File: src/rtl/mccoy_pkg.sv
// rtl/mccoy_pkg.sv - shared widths, opcodes and sequencer state encoding
package mccoy_pkg;

  localparam int INSTR_W   = 8;
  localparam int PC_W      = 4;
  localparam int MEM_DEPTH = 16;

  localparam logic [2:0] LI   = 3'd0;
  localparam logic [2:0] JA   = 3'd1;
  localparam logic [2:0] BEZ  = 3'd2;
  localparam logic [2:0] ADD  = 3'd3;
  localparam logic [2:0] LR   = 3'd4;
  localparam logic [2:0] NOT  = 3'd5;
  localparam logic [2:0] SR   = 3'd6;
  localparam logic [2:0] HALT = 3'd7;

  // Power-on fill for memory and instruction register: a halt with operand 0.
  localparam logic [INSTR_W-1:0] HALT_INSTR = {HALT, 5'd0};

  typedef enum logic [2:0] {
    S_IDLE,
    S_LOAD,
    S_FETCH,
    S_EXEC,
    S_HALT
  } state_t;

endpackage

File: src/rtl/prog_mem.sv
// rtl/prog_mem.sv - 16x8 program store with MSB-first serial write port
module prog_mem
  import mccoy_pkg::*;
(
  input  logic               clk,
  input  logic               rst_n,
  input  logic               i_clear,
  input  logic               i_shift_en,
  input  logic               i_ser_in,
  input  logic [PC_W-1:0]    i_rd_addr,
  output logic [INSTR_W-1:0] o_rd_data
);

  logic [INSTR_W-1:0] r_mem [MEM_DEPTH];
  logic [INSTR_W-1:0] r_shift;
  logic [2:0]         r_bit_cnt;
  logic [PC_W-1:0]    r_wr_ptr;
  logic [INSTR_W-1:0] w_byte;

  // The byte completing on this edge already includes the incoming bit.
  assign w_byte = {r_shift[INSTR_W-2:0], i_ser_in};

  always_ff @(posedge clk or negedge rst_n) begin
    if (!rst_n) begin
      for (int i = 0; i < MEM_DEPTH; i++) begin
        r_mem[i] <= HALT_INSTR;
      end
      r_shift   <= '0;
      r_bit_cnt <= '0;
      r_wr_ptr  <= '0;
    end else if (i_clear) begin
      r_bit_cnt <= '0;
      r_wr_ptr  <= '0;
    end else if (i_shift_en) begin
      r_shift <= w_byte;
      if (r_bit_cnt == 3'd7) begin
        r_mem[r_wr_ptr] <= w_byte;
        r_wr_ptr        <= r_wr_ptr + 1'b1;
        r_bit_cnt       <= '0;
      end else begin
        r_bit_cnt <= r_bit_cnt + 1'b1;
      end
    end
  end

  assign o_rd_data = r_mem[i_rd_addr];

endmodule

File: src/rtl/instr_sequencer.sv
// rtl/instr_sequencer.sv - fetch/exec sequencer with serial program load
module instr_sequencer
  import mccoy_pkg::*;
(
  input  logic       clk,
  input  logic       rst_n,
  input  logic       load_en,
  input  logic       ser_in,
  input  logic       ser_valid,
  input  logic       run,
  input  logic       ja,
  input  logic       bez,
  input  logic       zero,
  output logic [2:0] opcode,
  output logic [4:0] operand,
  output logic       instr_valid,
  output logic [3:0] pc,
  output logic       halted,
  output logic       loading
);

  state_t             r_state, w_state_next;
  logic [PC_W-1:0]    r_pc, w_pc_next;
  logic [INSTR_W-1:0] r_ir, w_ir_next;
  logic [INSTR_W-1:0] w_mem_data;
  logic               w_take;

  // Leaving LOAD keeps the write pointer and bit counter cleared, so any
  // partial byte is dropped and the next load session starts at mem[0].
  prog_mem u_prog_mem (
    .clk        (clk),
    .rst_n      (rst_n),
    .i_clear    (r_state != S_LOAD),
    .i_shift_en ((r_state == S_LOAD) && load_en && ser_valid),
    .i_ser_in   (ser_in),
    .i_rd_addr  (r_pc),
    .o_rd_data  (w_mem_data)
  );

  always_ff @(posedge clk or negedge rst_n) begin
    if (!rst_n) begin
      r_state <= S_IDLE;
      r_pc    <= '0;
      r_ir    <= HALT_INSTR;
    end else begin
      r_state <= w_state_next;
      r_pc    <= w_pc_next;
      r_ir    <= w_ir_next;
    end
  end

  // ja wins over bez; both arrive combinationally from the decoder.
  assign w_take = ja || (bez && zero);

  always_comb begin
    w_state_next = r_state;
    w_pc_next    = r_pc;
    w_ir_next    = r_ir;
    if (load_en) begin
      w_state_next = S_LOAD;
    end else begin
      case (r_state)
        S_IDLE, S_HALT: begin
          if (run) begin
            w_state_next = S_FETCH;
            w_pc_next    = '0;
          end
        end
        S_LOAD: w_state_next = S_IDLE;
        S_FETCH: begin
          w_ir_next    = w_mem_data;
          w_state_next = S_EXEC;
        end
        S_EXEC: begin
          if (r_ir[7:5] == HALT) begin
            w_state_next = S_HALT;
          end else begin
            w_state_next = S_FETCH;
            w_pc_next    = w_take ? r_ir[PC_W-1:0] : r_pc + 1'b1;
          end
        end
        default: w_state_next = S_IDLE;
      endcase
    end
  end

  assign opcode      = r_ir[7:5];
  assign operand     = r_ir[4:0];
  assign pc          = r_pc;
  assign instr_valid = (r_state == S_EXEC);
  assign halted      = (r_state == S_HALT);
  assign loading     = (r_state == S_LOAD);

endmodule

File: config.mk
export PLATFORM = sky130hd
export DESIGN_NAME = instr_sequencer
export DESIGN_NICKNAME = d
export VERILOG_FILES = /design/src/rtl/mccoy_pkg.sv /design/src/rtl/prog_mem.sv /design/src/rtl/instr_sequencer.sv
export SDC_FILE = /design/constraint.sdc
export NUM_CORES = 1
export LEC_CHECK = 0
export CORE_MARGIN = 3
export CORE_UTILIZATION = 61
export DETAILED_ROUTE_END_ITERATION = 10
export GPL_ROUTABILITY_DRIVEN = 0
export GPL_TIMING_DRIVEN = 0
export PLACE_DENSITY = 0.79
export SYNTH_ARGS = -nofsm -noshare
export SYNTH_HDL_FRONTEND = slang
export SYNTH_SLANG_ARGS = --single-unit
File: constraint.sdc
create_clock -name clk -period 2.5 [get_ports clk]
set_clock_uncertainty 0.05 [all_clocks]
set_input_delay 0.625 -clock clk [delete_from_list [all_inputs] [get_ports clk]]
set_output_delay 0.625 -clock clk [all_outputs]
set_load 0.005 [all_outputs]
==> flow_summary_export.csv <==
group,metric,value,unit
route,dr.pass1.iters,5,
clock_network,clockRootBuffer,"clkbuf_16",
global_route,grt_usage,26.3,%
global_route,gr-total-overflow,0,
power,p_leak,3.73,nW
clock_network,worstSkewPairLatency,0.42,ns
synthesis,synth.area.top_cells,"dfrtp_1 37%, mux2_2 20%, dfstp_2 18%",
setup_path,endpoint_kind,"output port",
flow_run,maxCapViolCount,0,
synthesis,synth.most_common_cell,"mux2_2",
power,ir_worst_vdd,0.448,mV
placement,post-place-ws,-0.429,ns
global_route,grt_max_degree,80,
layout,drive_gt1_share,53.0,%
setup_path,cp.buffers_inverters,3,
global_route,grt_first_pass_wirelength,25500,um
setup_path,slowest_delay,0.52,ns
clock_network,cts_inserted_buffers,17,
global_route,grt_most_used_layer,"met2",
die,dieWidth,115,um
setup_path,r2r-start,"pc[0]$_DFFE_PN0P_",
die,fp.dieH,115,um
synthesis,ys.flop_type,"dfrtp_1",
synthesis,yosysWarnings,0,
synthesis,netlist.area_leader.share,36.5,%
global_route,met2_usage,42.5,%
setup_path,crit_family,"buffers and inverters",
sta,relSlewSlack,44.8,%
sta,finalHoldViolCount,0,
die,die_area,13300,sq um
power,powerDensity,676,nW/um^2
setup_path,arrival,1.75,ns
synthesis,synth_fp_nets,495,
synthesis,syn_avg_cell_area,15.2,sq um
setup_path,crit_path_start,"r_state[2]$_DFFE_PN0P_",
clock_network,htreeDepth,4,
synthesis,synth_top_area_cell,"dfrtp_1",
sta,setup_slack,0.0746,ns
route,num_vias,4305,
synthesis,syn_area,7260,sq um
setup_path,cp_data_required_time,1.82,ns
sta,period_share,97.0,%
setup_path,critPathKind,"flip-flop to output port",
layout,diodes,0,
sta,drv_slew,0,
global_route,use_met3,5.84,%
synthesis,synth_edf_count,0,
global_route,grt_pass1_vias,4607,
global_route,antenna_found_initial,0,
synthesis,ys_seq_elements,157,
route,via_per_inst,6.32,
route,wl_per_cell,23.4,um
route,ant_nets,0,
layout,area_growth,14.5,%
sta,fin_crit,2.43,ns
synthesis,ys_top_cells_by_count,"129 x mux2_2, 106 x dfrtp_1, 51 x dfstp_2",
layout,fin_nets,541,
setup_path,path_cells,"buf_4, nand3b_1, inv_2, clkdlybuf4s50_1",
clock_network,cts_hold_buf,0,
synthesis,synthCells,479,
die,io_pins,24,
sta,setup-violations-final,0,
sta,worstMarginPinSlew,0.828,ns
hold_path,hold_path_class,"input pin to async pin",
clock_network,tritoncts,"built",
sta,max_freq,412,MHz
status,status,"finished, final reports clean",
clock_network,clockBufferDepth,2,
route,drc,0,
die,core,11500,sq um
route,drt_iter0_markers,350,
placement,dpl.hpwl,10500,um
synthesis,synth.distinct_cells,42,
layout,fin_util,72.2,%
setup_path,start_kind,"flip-flop",
clock_network,cts.sinks,157,
synthesis,yosysSeqAreaShare,55.0,%
placement,port_buffers,22,
setup_path,slowest_stage,"clkdlybuf4s50_1",
die,rows,39,
synthesis,synth_async_sr_flop_share,100,%
clock_network,path_clk_slew,0.06,ns
setup_path,path_max_fanout,4,
route,routed_wirelength,15900,um
die,start_util,63.1,%
global_route,use_met1,35.8,%
[state kept, by name (all words and copies together), names as in the netlist]
register and count:
u_prog_mem.r_bit_cnt 3, u_prog_mem.r_mem 128, pc 4, r_ir 8, u_prog_mem.r_wr_ptr 4, u_prog_mem.r_shift 7
r_state 3
[where the power goes]
part | leakage, nW | internal (mW) | switching (mW) | total, mW
Clock | 0.272 | 1.46 | 0.956 | 2.42
Combinational | 1.46 | 0.154 | 0.301 | 0.455
Sequential | 1.99 | 2.60 | 0.149 | 2.75
[repair_timing]
action                     in CTS  in global routing
setup endpoints to repair      19                 56
resized for setup              10                  9
setup buffers                   4                  1
pin swaps                       1                  0
[cell type report]
cell class / count / area [sq um]
Clock buffer: 23 / 448
Sequential cell: 157 / 3990
Buffer: 25 / 114
Inverter: 8 / 30.0
Fill cell: 777 / 3200
Tap cell: 143 / 179
Timing Repair Buffer: 28 / 285
Multi-Input combinational cell: 288 / 3170
Clock inverter: 9 / 98.8
[cells in the final DEF, fill, tap and decap left out, drive strengths merged, types with 2 or more instances in the layout]
| cell type | Yosys | routed |
|---|---|---|
| mux2 | 135 | 135 |
| dfrtp | 106 | 106 |
| dfstp | 51 | 51 |
| clkbuf | 17 | 40 |
| mux4 | 32 | 32 |
| nand2 | 27 | 27 |
| clkdlybuf4s50 | 0 | 20 |
| buf | 9 | 15 |
| mux2i | 13 | 13 |
| nor2 | 10 | 10 |
| inv | 8 | 8 |
| a21oi | 7 | 7 |
| ha | 7 | 7 |
| clkinv | 0 | 7 |
| a22oi | 5 | 5 |
| nor3 | 5 | 5 |
| nand4 | 5 | 5 |
| o221ai | 4 | 4 |
| o211ai | 4 | 4 |
| nand3 | 4 | 4 |
| nand2b | 3 | 3 |
| or2 | 3 | 3 |
| xnor2 | 3 | 3 |
| nor4 | 3 | 3 |
| nand3b | 2 | 2 |
| nor3b | 2 | 2 |
| o31ai | 2 | 2 |
| o2bb2ai | 2 | 2 |
| bufinv | 0 | 2 |
[layer usage]
metal | up-vias | wire, um
met5 | - | 0
met4 | 0 | 345
met3 | 30 | 804
met2 | 134 | 8100
met1 | 2260 | 6660
li1 | 1881 | -
[worst reg2reg max path, delay by kind of cell, from the launching register on]
kind,cells,cell delay [ns]
mux,1,0.57
compound gates,2,0.39
buf+inv,2,0.74
flops,1,0.44
[metrics by stage]
stage	hold WS, ns	cells	instance area, sq um	total power [mW]	TNS (ns)
after floorplan	0.279	479	7260	2.98	0
after global placement	0.419	644	7660	3.22	-731.14
after detailed placement	0.431	645	7690	3.24	-27.70
after CTS	0.225	680	8290	5.67	0
after global routing	0.244	681	8310	5.84	-0.0118
final	0.205	681	8310	5.62	0
[cell families after synthesis]
| logic type | after synthesis | synth area share [%] |
|---|---|---|
| fa+ha+maj | 7 | 1.21 |
| xor+xnor | 3 | 0.362 |
| buf+inv | 34 | 1.83 |
| mux | 180 | 32.6 |
| flops | 157 | 55.0 |
| simple gates | 69 | 6.15 |
| compound gates | 29 | 2.83 |
[worst paths after layout]
check | to | slack (ns) | cells past startpoint
max | instr_valid | 0.07 | 4
min | u_prog_mem.r_bit_cnt[1]$_DFFE_PN0P_ | 0.20 | 1
min reg2reg | u_prog_mem.r_mem[83]$_DFFE_PN0P_ | 0.44 | 1
max in group asynchronous | u_prog_mem.r_mem[6]$_DFFE_PN1P_ | 1.35 | 2
min in group clk | u_prog_mem.r_mem[83]$_DFFE_PN0P_ | 0.44 | 1
max reg2reg | r_ir[2]$_DFFE_PN0P_ | 0.16 | 5
Note: power is estimated with default switching activity, not from simulation.
